===== config.mk =====
export PLATFORM = sky130hd
export DESIGN_NAME = rle_video_stream
export DESIGN_NICKNAME = d
export VERILOG_FILES = /design/src/rtl/rle_video_pkg.sv /design/src/rtl/rle_pcm_channel.sv /design/src/rtl/rle_video_stream.sv
export SDC_FILE = /design/constraint.sdc
export NUM_CORES = 1
export LEC_CHECK = 0
export BUFFER_PORTS_ARGS = -buffer_cell sky130_fd_sc_hd__buf_2
export CAP_MARGIN = 15
export CORE_MARGIN = 5
export CORE_UTILIZATION = 44
export DETAILED_ROUTE_END_ITERATION = 10
export GPL_TIMING_DRIVEN = 1
export HOLD_SLACK_MARGIN = 0.1
export SETUP_SLACK_MARGIN = 0.4
export SLEW_MARGIN = 10
export SYNTH_ARGS = -nofsm -noshare
export SYNTH_HDL_FRONTEND = slang
export SYNTH_SLANG_ARGS = --single-unit

===== constraint.sdc =====
create_clock -name clk -period 3.27 [get_ports clk]
set_input_delay 0.1635 -clock clk [delete_from_list [all_inputs] [get_ports clk]]
set_output_delay 0.1635 -clock clk [all_outputs]
set_load 0.005 [all_outputs]

===== src/rtl/rle_video_pkg.sv =====
// Shared state and token-kind definitions for the RLE video/audio stream decoder.
package rle_video_pkg;

  typedef enum logic [2:0] {
    IDLE,
    FETCH,
    PIXEL,
    ROW_WAIT,
    FRAME_END
  } state_e;

  typedef enum logic [2:0] {
    TOK_PIXEL,
    TOK_ABS,
    TOK_DELTA,
    TOK_EOL,
    TOK_EOF
  } tok_e;

  localparam logic [1:0] TAG_CTRL  = 2'b11;
  localparam logic [1:0] SUB_ABS   = 2'b00;
  localparam logic [1:0] SUB_DELTA = 2'b01;
  localparam logic [1:0] SUB_EOL   = 2'b10;
  localparam logic [1:0] SUB_EOF   = 2'b11;

  function automatic tok_e decode_token(input logic [1:0] tag, input logic [1:0] sub);
    tok_e kind;
    if (tag != TAG_CTRL) begin
      kind = TOK_PIXEL;
    end else begin
      case (sub)
        SUB_ABS:   kind = TOK_ABS;
        SUB_DELTA: kind = TOK_DELTA;
        SUB_EOL:   kind = TOK_EOL;
        default:   kind = TOK_EOF;
      endcase
    end
    return kind;
  endfunction

endpackage


===== src/rtl/rle_pcm_channel.sv =====
// One audio channel: pending sample loaded absolutely or by saturating delta,
// copied to the PWM output on each row boundary.
module rle_pcm_channel #(
  parameter int SAMPLE_W = 8,
  parameter int COLOUR_W = 6
) (
  input  logic                clk,
  input  logic                rstn,
  input  logic                load_abs,
  input  logic                load_delta,
  input  logic [SAMPLE_W-1:0] abs_val,
  input  logic [COLOUR_W-1:0] delta,
  input  logic                commit,
  output logic [SAMPLE_W-1:0] sample
);
  localparam int SUM_W = ((SAMPLE_W > COLOUR_W) ? SAMPLE_W : COLOUR_W) + 2;
  localparam logic signed [SUM_W-1:0] MAX_S = SUM_W'((2 ** SAMPLE_W) - 1);

  logic [SAMPLE_W-1:0]     pending_q, pending_d;
  logic [SAMPLE_W-1:0]     sample_q, sample_d;
  logic signed [SUM_W-1:0] sum;

  always_comb begin
    sum = $signed({{(SUM_W-SAMPLE_W){1'b0}}, pending_q})
        + $signed({{(SUM_W-COLOUR_W){delta[COLOUR_W-1]}}, delta});
    pending_d = pending_q;
    if (load_abs) begin
      pending_d = abs_val;
    end else if (load_delta) begin
      if (sum[SUM_W-1])      pending_d = '0;
      else if (sum > MAX_S)  pending_d = '1;
      else                   pending_d = sum[SAMPLE_W-1:0];
    end
    // Commit uses the registered value, so a token taken on the same edge shows next row.
    sample_d = commit ? pending_q : sample_q;
  end

  always_ff @(posedge clk) begin
    if (!rstn) begin
      pending_q <= '0;
      sample_q  <= '0;
    end else begin
      pending_q <= pending_d;
      sample_q  <= sample_d;
    end
  end

  assign sample = sample_q;

endmodule


===== src/rtl/rle_video_stream.sv =====
// RLE token decoder between the SPI word fetcher and VGA output: pixel runs,
// row/frame markers and per-channel audio samples committed at row start.
module rle_video_stream
  import rle_video_pkg::*;
#(
  parameter int DATA_W   = 16,
  parameter int COLOUR_W = 6,
  parameter int NUM_CH   = 2,
  parameter int SAMPLE_W = 8
) (
  input  logic                       clk,
  input  logic                       rstn,
  input  logic                       data_ready,
  input  logic [DATA_W-1:0]          data,
  output logic                       read_next,
  output logic                       stop_data,
  input  logic                       next_frame,
  input  logic                       next_row,
  input  logic                       next_pixel,
  output logic [COLOUR_W-1:0]        colour,
  output logic [NUM_CH*SAMPLE_W-1:0] pwm_sample,
  output logic                       underrun
);
  localparam int RUN_W = DATA_W - COLOUR_W;

  logic [RUN_W-1:0]    run;
  logic [COLOUR_W-1:0] low;
  logic [1:0]          ch;
  tok_e                tok;

  state_e              state_q, state_d;
  logic [RUN_W-1:0]    remaining_q, remaining_d;
  logic [COLOUR_W-1:0] colour_q, colour_d;
  logic                read_next_q, read_next_d;
  logic                stop_data_q, stop_data_d;
  logic                underrun_q, underrun_d;
  logic                takeable, take, load_abs, load_delta;
  logic [NUM_CH-1:0][SAMPLE_W-1:0] sample;

  assign run      = data[DATA_W-1:COLOUR_W];
  assign low      = data[COLOUR_W-1:0];
  assign ch       = run[RUN_W-5:RUN_W-6];
  assign tok      = decode_token(run[RUN_W-1:RUN_W-2], run[RUN_W-3:RUN_W-4]);
  assign takeable = data_ready && !read_next_q;

  always_comb begin
    state_d     = state_q;
    remaining_d = remaining_q;
    colour_d    = colour_q;
    take        = 1'b0;
    underrun_d  = 1'b0;
    if (next_frame) begin
      state_d     = FETCH;
      colour_d    = '0;
      remaining_d = '0;
    end else begin
      case (state_q)
        IDLE: ;
        FETCH: begin
          if (takeable)        take = 1'b1;
          else if (next_pixel) underrun_d = 1'b1;
        end
        PIXEL: begin
          if (next_pixel) begin
            remaining_d = remaining_q - RUN_W'(1);
            if (remaining_q == RUN_W'(1)) begin
              if (takeable) take = 1'b1;
              else          state_d = FETCH;
            end
          end
        end
        ROW_WAIT:  if (next_row) state_d = FETCH;
        FRAME_END: ;
        default:   state_d = IDLE;
      endcase
      // Decoding the fresh token here lets a run end and the next begin on one pixel.
      if (take) begin
        case (tok)
          TOK_PIXEL: begin
            state_d     = PIXEL;
            colour_d    = low;
            remaining_d = run + RUN_W'(1);
          end
          TOK_ABS, TOK_DELTA: state_d = FETCH;
          TOK_EOL: begin
            state_d  = ROW_WAIT;
            colour_d = '0;
          end
          TOK_EOF: begin
            state_d  = FRAME_END;
            colour_d = '0;
          end
          default: ;
        endcase
      end
    end
    read_next_d = take;
    stop_data_d = (state_d == IDLE) || (state_d == FRAME_END);
  end

  always_ff @(posedge clk) begin
    if (!rstn) begin
      state_q     <= IDLE;
      remaining_q <= '0;
      colour_q    <= '0;
      read_next_q <= 1'b0;
      stop_data_q <= 1'b1;
      underrun_q  <= 1'b0;
    end else begin
      state_q     <= state_d;
      remaining_q <= remaining_d;
      colour_q    <= colour_d;
      read_next_q <= read_next_d;
      stop_data_q <= stop_data_d;
      underrun_q  <= underrun_d;
    end
  end

  assign load_abs   = take && (tok == TOK_ABS);
  assign load_delta = take && (tok == TOK_DELTA);

  // The absolute payload {run[RUN_W-7:0], low} truncated is simply the low data bits.
  for (genvar c = 0; c < NUM_CH; c++) begin : g_ch
    rle_pcm_channel #(
      .SAMPLE_W(SAMPLE_W),
      .COLOUR_W(COLOUR_W)
    ) u_ch (
      .clk       (clk),
      .rstn      (rstn),
      .load_abs  (load_abs && (ch == 2'(c))),
      .load_delta(load_delta && (ch == 2'(c))),
      .abs_val   (data[SAMPLE_W-1:0]),
      .delta     (low),
      .commit    (next_row),
      .sample    (sample[c])
    );
  end

  assign pwm_sample = sample;
  assign read_next  = read_next_q;
  assign stop_data  = stop_data_q;
  assign colour     = colour_q;
  assign underrun   = underrun_q;

endmodule


; ---- Word level (Yosys, flattened, before mapping)
; Cells that the tools add are included.
[totals]
reg_bits = 54
in_bits = 22
output_inout_bits = 25
elab_cells = 85
[op_classes]
add_sub_neg = 4
magnitude_cmp = 2
n_eq_ne = 14
n_mux = 30
bitwise = 2
n_reduce_logical = 23
[op_table]
columns = op, n
row1 = 2-to-1 mux 8 bit, 8
row2 = 2-to-1 mux 10 bit, 4
row3 = 2-to-1 mux 3 bit, 7
row4 = adder 9 x 6 -> 10 bit, 2
row5 = "greater-than comparator 10 x 9 -> 1 bit, second input constant", 2
row6 = one-hot mux 3 bit (3 select lines), 2
row7 = "== test 3 x 2 -> 1 bit, second input constant", 4
row8 = one-hot mux 3 bit (4 select lines), 1
row9 = one-hot mux 6 bit (2 select lines), 1
row10 = "adder 10 x 1 -> 10 bit, second input constant", 1
row11 = "== test 10 x 1 -> 1 bit, second input constant", 1
row12 = "subtractor 10 x 1 -> 10 bit, second input constant", 1
row13 = "== test 3 bit, second input constant", 3
row14 = zero test 3 bit, 3
row15 = logical AND 1 bit, 7
row16 = "== test 3 x 1 -> 1 bit, second input constant", 2
row17 = 2-to-1 mux 1 bit, 6
row18 = nonzero test 2 bit, 3
row19 = OR reduction 2 bit, 3
row20 = "== test 2 x 1 -> 1 bit, second input constant", 2
row21 = zero test 2 bit, 2
row22 = OR reduction 4 bit, 1
row23 = OR reduction 3 bit, 1
row24 = "== test 2 bit, second input constant", 1
row25 = 6 further kinds, 7

; ---- Logic depth before layout (Yosys ltp)
; Gate-level depths: netlist (run 1).
[logic_depth]
word_depth = 12
ltp_mapped = 9
mapped_depth_nobuf = 9

; ---- Cells and area by module
; A second synthesis (run 1) with hierarchy kept.
[unflattened]
hier_cells = 421
area_unflattened_um2 = 3677.3
[by_module_without_submodules]
columns = mod, instances, cells_per_inst, area_each_um2, seq_area_each_um2
row1 = rle_pcm_channel, 2, 130, 1143.6, 320.3
row2 = rle_video_stream, 1, 161, 1390.1, 440.4

; ---- Worst setup path before layout (run 1)
; OpenSTA, ideal clock, no wires.
[synth_path]
path_kind = register -> register
startpoint = register g_ch[1].u_ch.pending_q[0]
endpoint = register g_ch[1].u_ch.pending_q[5]
setup_time_ns = 0.115
arrival_ns = 2.288
required_time_ns = 3.155
path_slack_ns = 0.867
path_stages_with_launch = 10
n_path_buf = 0
synth_period_minus_slack_ns = 2.403
path_cell_list = dfxtp_1 > ha_1 > inv_1 > fa_1 > nand2b_1 > a21oi_1 > o31ai_1 > o2111a_1 > or4b_1 > o21ba_1
[synth_between]
elab_chain_cells = 6
[synth_lines]
columns = element, line_no
row1 = from (decl), rle_pcm_channel.sv:19  ; logic [SAMPLE_W-1:0] pending_q, pending_d;
row2 = from (signal assigned), rle_pcm_channel.sv:43  ; pending_q <= pending_d;
row3 = adder 9 x 6 -> 10 bit *, rle_pcm_channel.sv:25  ; + $signed({{(SUM_W-COLOUR_W){delta[COLOUR_W-1]}}, delta});
row4 = greater-than comparator 10 x 9 -> 1 bit, rle_pcm_channel.sv:31  ; else if (sum > MAX_S) pending_d = '1;
row5 = 2-to-1 mux 8 bit, rle_pcm_channel.sv:31
row6 = 2-to-1 mux 8 bit *, rle_pcm_channel.sv:30  ; if (sum[SUM_W-1]) pending_d = '0;
row7 = 2-to-1 mux 8 bit *, rle_pcm_channel.sv:29  ; end else if (load_delta) begin
row8 = 2-to-1 mux 8 bit *, rle_pcm_channel.sv:27  ; if (load_abs) begin
; Every way passes the cells marked *; elsewhere a longest branch is shown, timed or not. The select of a mux whose other input is x is not followed.
; A chain may end at the register's enable or synchronous reset.

; ---- Worst setup path in the final report (run 1)
; Same ends and word-level chain as after synthesis.

==> flow_metrics.env, run 1 <==
export IMPL_powerDensity_nw_per_um2=305
export IMPL_io_pins=47
export IMPL_crit_fanout=8
export IMPL_slew_headroom_pct=57.1
export IMPL_slew_viol_final=0
export IMPL_layout_commonest_cell="dfxtp_1"
export IMPL_root_buffer="clkbuf_8"
export IMPL_antenna_found_initial=0
export IMPL_portBuffers=46
export IMPL_final_area_sq_um=4210
export IMPL_netlist_instances=435
export IMPL_drive_above_1_share_pct=16.5
export IMPL_fin_skew_ps=7.59
export IMPL_setup_viol=0
export IMPL_nFillCells=838
export IMPL_switchingPower_mw=0.366
export IMPL_ys_seq_area_share_pct=29.1
export IMPL_gr_usage_met1_pct=27.2
export IMPL_asyncSetResetFlopFracSynth_pct=0
export IMPL_outcome="finished, final reports clean"
export IMPL_route_detailed_drc=0
export IMPL_dieHeight_microns=102
export IMPL_yosysTopAreaCell="dfxtp_1"
export IMPL_rsz0062_at_grt="false"
export IMPL_switching_share_pct=28.5
export IMPL_worstSkewPairLatency_ps=320
export IMPL_grt_pass1_wl_microns=16100
export IMPL_layout_common_cells="54 x dfxtp_1, 46 x buf_2, 27 x nand2_1, 26 x nor2_1, 25 x ha_1"
export IMPL_yosys_top_cells_area="dfxtp_1 29%, ha_1 8.4%, mux2i_1 4.3%"
export IMPL_dpl_hpwl_microns=7290
export IMPL_critPathCaptureType="flop"
export IMPL_clock_sinks=54
export IMPL_rows=33
export IMPL_first_iter_violations=136
export IMPL_routed_via_density=5.71
export IMPL_synth_mux_area_share_pct=4.98
export IMPL_startpoint_type="flop"
export IMPL_synth_ff_type="dfxtp_1"
export IMPL_path_clk_slew_ps=100
export IMPL_seq_power_share_pct=52.5
export IMPL_vdd_drop_max_mv=0.175
export IMPL_grt_pass1_vias=3254
export IMPL_htree_levels=2
export IMPL_routed_wl_microns=9700
export IMPL_fmax_mhz=376
export IMPL_worst_hold_path_type="in2reg"
export IMPL_grt_met2_usage_pct=31.0
export IMPL_post_cts_resize_count=0
export IMPL_synth_simple_gate_area_share_pct=26.3
export IMPL_maxCapViolations=0
export IMPL_start_util_pct=45.3
export IMPL_synth_compound_area_share_pct=20.6
export IMPL_wire_per_inst_microns=16.4
export IMPL_critPathArrivalTime_ps=2880
export IMPL_coreArea_sq_um=8220
export IMPL_n_antenna_cell=0
export IMPL_use_met3_pct=3.21
export IMPL_finalHoldViolCount=0
export IMPL_synth_fa_ha_area_share_pct=9.48
export IMPL_cts_tree="done"
export IMPL_drtAntennaViolNets=0
export IMPL_syn_area_sq_um=3720
export IMPL_via_count=3368
export IMPL_clockBufferDepth=2
export IMPL_ctsHoldBuffers=2
export IMPL_synth_warnings=0
export IMPL_synth_area_per_cell_sq_um=8.55
export IMPL_synthXorXnorAreaFrac_pct=5.88
export IMPL_die_area_sq_um=10400
export IMPL_synth_distinct_cells=66
export IMPL_gp_congestion=0.859
export IMPL_grt_max_degree=34
export IMPL_finalSetupTns_ps=0
export IMPL_fin_nets=533
export IMPL_synth_edff_count=0
export IMPL_die_w_microns=102
export IMPL_yosys_register_bits=54
export IMPL_areaGrowthSynthToFinish_pct=13.0
export IMPL_cts_setup_buffers=0
export IMPL_synth_fp_nets=484
export IMPL_min_period_ps=2660
export IMPL_fin_crit_sh_pct=81.4
export IMPL_tightest_slew_ps=642
export IMPL_netlist_area_leader_share_pct=29.1
export IMPL_busiest_layer="met2"
export IMPL_grt_usage_pct=19.2
export IMPL_required_ps=3490
export IMPL_clkPwrFrac_pct=31.4
export IMPL_synth_top_family_by_area="simple AND/OR/NAND/NOR gates"
export IMPL_p_leak_nw=1.67
export IMPL_crit_type="reg2reg"
export IMPL_combinationalPowerShare_pct=16.1
export IMPL_overflow=0
export IMPL_firstDrtPassIters=5
export IMPL_intPower_mw=0.918
export IMPL_place_area_sq_um=4090
export IMPL_cts_buffers=5
[worst max-delay path, stage by stage, from the launching register on]
cell      delay, ps
dfxtp_1         360
ha_1            170
inv_1            50
fa_1            390
nand2b_1        180
a21oi_1         280
o31ai_1         150
o2111a_1        260
or4b_1          540
o21ba_1         180
[logic make-up after synthesis]
logic type / after synthesis
muxes: 18
AOI/OAI and AO/OA: 105
buffers and inverters: 35
DFF: 54
xor gates and xnor gates: 25
and+or+nand+nor: 171
adders and majority gates: 27
[power groups by stage]
stage	Clock (mW)	Sequential [mW]	Combinational (mW)
floorplan	0	0.688	0.138
global placement	0	0.689	0.203
detailed placement	0	0.689	0.204
CTS	0.419	0.674	0.207
global route	0.447	0.675	0.228
finish	0.404	0.674	0.207
[final cells by class]
cell class              instances  area, sq um  area share [%]
well taps                     105          131            3.12
clock buffers                   6         82.6            1.96
flip-flops and latches         54         1080            25.7
inverters                      20         75.1            1.79
clock inverters                 2         12.5           0.298
multi-input cells             346         2500            59.6
repair buffers                 57          318            7.56
[routing by layer]
layer  wire, microns  vias to the layer above
li1                -                     1714
met1            4700                     1564
met2            4460                       85
met3             479                        5
met4              58                        0
met5               0                        -
[per-stage QoR]
stage,power (mW),hold WS [ps],setup slack [ps],utilization (%),std cells
after floorplan,0.826,259,867,-,435
after global placement,0.892,417,690,49.8,580
after detailed placement,0.893,426,612,49.8,580
after CTS,1.30,125,604,51.2,590
after global routing,1.35,134,458,51.2,590
final,1.28,129,608,51.2,590
[synthesized netlist by cell type (6+ instances only)]
library cell,number
a32oi_1,6
nor2_1,26
nand3_1,18
ha_1,25
nor3b_1,9
a211oi_1,11
xnor2_1,12
nor3_1,24
nor2b_1,20
nand2b_1,7
o21ai_0,19
dfxtp_1,54
mux2i_1,16
a21oi_1,21
xor2_1,13
inv_1,20
nor4_1,10
or3_1,6
o22ai_1,6
clkbuf_1,11
nand2_1,27
[sequential cells by signal (all words and copies together) (netlist names)]
register             count
g_ch.u_ch.pending_q     16
g_ch.u_ch.sample        16
remaining_q             10
colour                   6
state_q                  3
read_next                1
stop_data                1
underrun                 1
[final timing paths]
kind / start / endpoint / slack (ps) / cells after the start
max: g_ch[1].u_ch.pending_q[0] / g_ch[1].u_ch.pending_q[5] / 610 / 9
min: data[7] / g_ch[0].u_ch.pending_q[7] / 130 / 3
max reg2reg: g_ch[1].u_ch.pending_q[0] / g_ch[1].u_ch.pending_q[5] / 610 / 9
min reg2reg: colour[3] / colour[3] / 500 / 2
Power figures use the tool's default switching activity.
==> run 2, diff against run 1 <==
Clock period 3.27 ns to 2.75 ns, I/O delays scaled along.
==> flow_metrics.env, run 2 (same netlist as run 1, synthesis figures left out) <==
export IMPL_outcome="finished, final reports clean"
export IMPL_layout_common_cells="49 x dfxtp_1, 46 x buf_2, 26 x nand2_1, 26 x buf_4, 25 x nor2_1"
export IMPL_reg2reg_setup_slack_ps=430
export IMPL_fin_nets=553
export IMPL_dpl_hpwl_microns=7640
export IMPL_finalSetupTns_ps=0
export IMPL_p_leak_nw=1.83
export IMPL_cts_buffers=5
export IMPL_crit_fanout=4
export IMPL_coreArea_sq_um=8220
export IMPL_startpoint_type="flop"
export IMPL_maxCapViolations=0
export IMPL_rsz0062_at_grt="true"
export IMPL_tightest_slew_ps=682
export IMPL_wire_per_inst_microns=17.2
export IMPL_fin_crit_sh_pct=84.3
export IMPL_layout_commonest_cell="dfxtp_1"
export IMPL_crit_type="reg2reg"
export IMPL_drtAntennaViolNets=0
export IMPL_firstDrtPassIters=4
export IMPL_routed_via_density=5.79
export IMPL_finalPower_mw=1.73
export IMPL_clockBufferDepth=2
export IMPL_via_count=3531
export IMPL_clock_sinks=54
export IMPL_start_util_pct=45.3
export IMPL_antenna_found_initial=0
export IMPL_r2r_start="g_ch[1].u_ch.pending_q[4]"
export IMPL_die_area_sq_um=10400
export IMPL_htree_levels=2
export IMPL_gp_congestion=0.835
export IMPL_hold_depth=3
export IMPL_worstSkewPairLatency_ps=320
export IMPL_root_buffer="clkbuf_8"
export IMPL_rows=33
export IMPL_dieHeight_microns=102
export IMPL_route_detailed_drc=0
export IMPL_routed_wl_microns=10500
export IMPL_critPathCaptureType="flop"
export IMPL_required_ps=2970
export IMPL_grt_usage_pct=20.3
export IMPL_io_pins=47
export IMPL_worst_hold_path_type="in2reg"
export IMPL_n_antenna_cell=0
export IMPL_finalHoldViolCount=0
export IMPL_areaGrowthSynthToFinish_pct=25.1
export IMPL_overflow=0
export IMPL_grt_max_degree=34
export IMPL_path_clk_slew_ps=110
export IMPL_grt_pass1_wl_microns=16800
export IMPL_fmax_mhz=431
export IMPL_final_util_pct=56.7
export IMPL_fin_skew_ps=15.3
export IMPL_r2r_end="g_ch[1].u_ch.pending_q[7]"
export IMPL_critPathArrivalTime_ps=2540
export IMPL_holdPathEnd="g_ch[0].u_ch.pending_q[7]"
export IMPL_cts_tree="done"
export IMPL_grt_pass1_vias=3400
export IMPL_powerDensity_nw_per_um2=372
export IMPL_slew_viol_final=0
export IMPL_min_period_ps=2320
export IMPL_drive_above_1_share_pct=26.9
export IMPL_rr_worst_depth=7
export IMPL_hold_start="data[7]"
export IMPL_vdd_drop_max_mv=0.257
export IMPL_first_iter_violations=171
export IMPL_die_w_microns=102
export IMPL_setup_viol=0
export IMPL_portBuffers=46
export IMPL_slew_headroom_pct=53.9
-- run 2: final cells by class --
cell class	instances	area, sq um
Fill cell	735	3560
Clock inverter	3	68.8
Clock buffer	5	68.8
Sequential cell	54	1090
Tap cell	105	131
Multi-Input combinational cell	346	2740
Timing Repair Buffer	77	488
Inverter	20	75.1
-- run 2: stage by stage --
step           area [sq um]  hold slack (ps)  cells  worst slack, ps
2_1_floorplan          3730              233    435              413
3_5_place_dp           4150              396    587              247
4_1_cts                4400              116    602              405
5_1_grt                4660              117    610              372
3_3_place_gp           4150              390    587              308
6_report               4660              129    610              431
-- run 2: what timing repair did --
item	CTS	global route
setup endpoints to repair	12	17
buffers inserted	5	8
endpoints found under the hold margin	2	0
pin swaps	5	9
resized for setup	9	37
hold buffers	2	0
gates cloned	0	0
-- run 2: per-layer routing --
metal	track usage (%)	vias to the layer above	wire (microns)
met3	3.28	14	541
met1	27.9	1680	4940
li1	-	1743	-
met4	6.96	0	210
met5	0	-	0
met2	32.4	94	4800
-- run 2: worst max-delay path by stage --
| stage | start | to | slack [ps] |
|---|---|---|---|
| after global placement | g_ch[1].u_ch.pending_q[0] | g_ch[1].u_ch.pending_q[5] | 310 |
| final | g_ch[1].u_ch.pending_q[4] | g_ch[1].u_ch.pending_q[7] | 430 |
| after global routing | g_ch[1].u_ch.pending_q[5] | g_ch[1].u_ch.pending_q[0] | 370 |
| after detailed placement | g_ch[1].u_ch.pending_q[0] | g_ch[1].u_ch.pending_q[5] | 250 |
| after CTS | g_ch[1].u_ch.pending_q[0] | g_ch[1].u_ch.pending_q[5] | 410 |
| after floorplan | g_ch[1].u_ch.pending_q[0] | g_ch[1].u_ch.pending_q[5] | 410 |
-- run 2: power breakdown --
group / internal, mW / switching, mW
logic: 0.116 / 0.165
registers: 0.792 / 0.0103
clock network: 0.365 / 0.285
total: 1.27 / 0.461
-- run 2: critical path, cell delays in order, from the launching register on --
cell      delay, ps
dfxtp_2         370
ha_4            220
and2_4          170
a221oi_4        310
nand2_1         130
o311ai_0        640
nor4_1          120
nor3_1          260
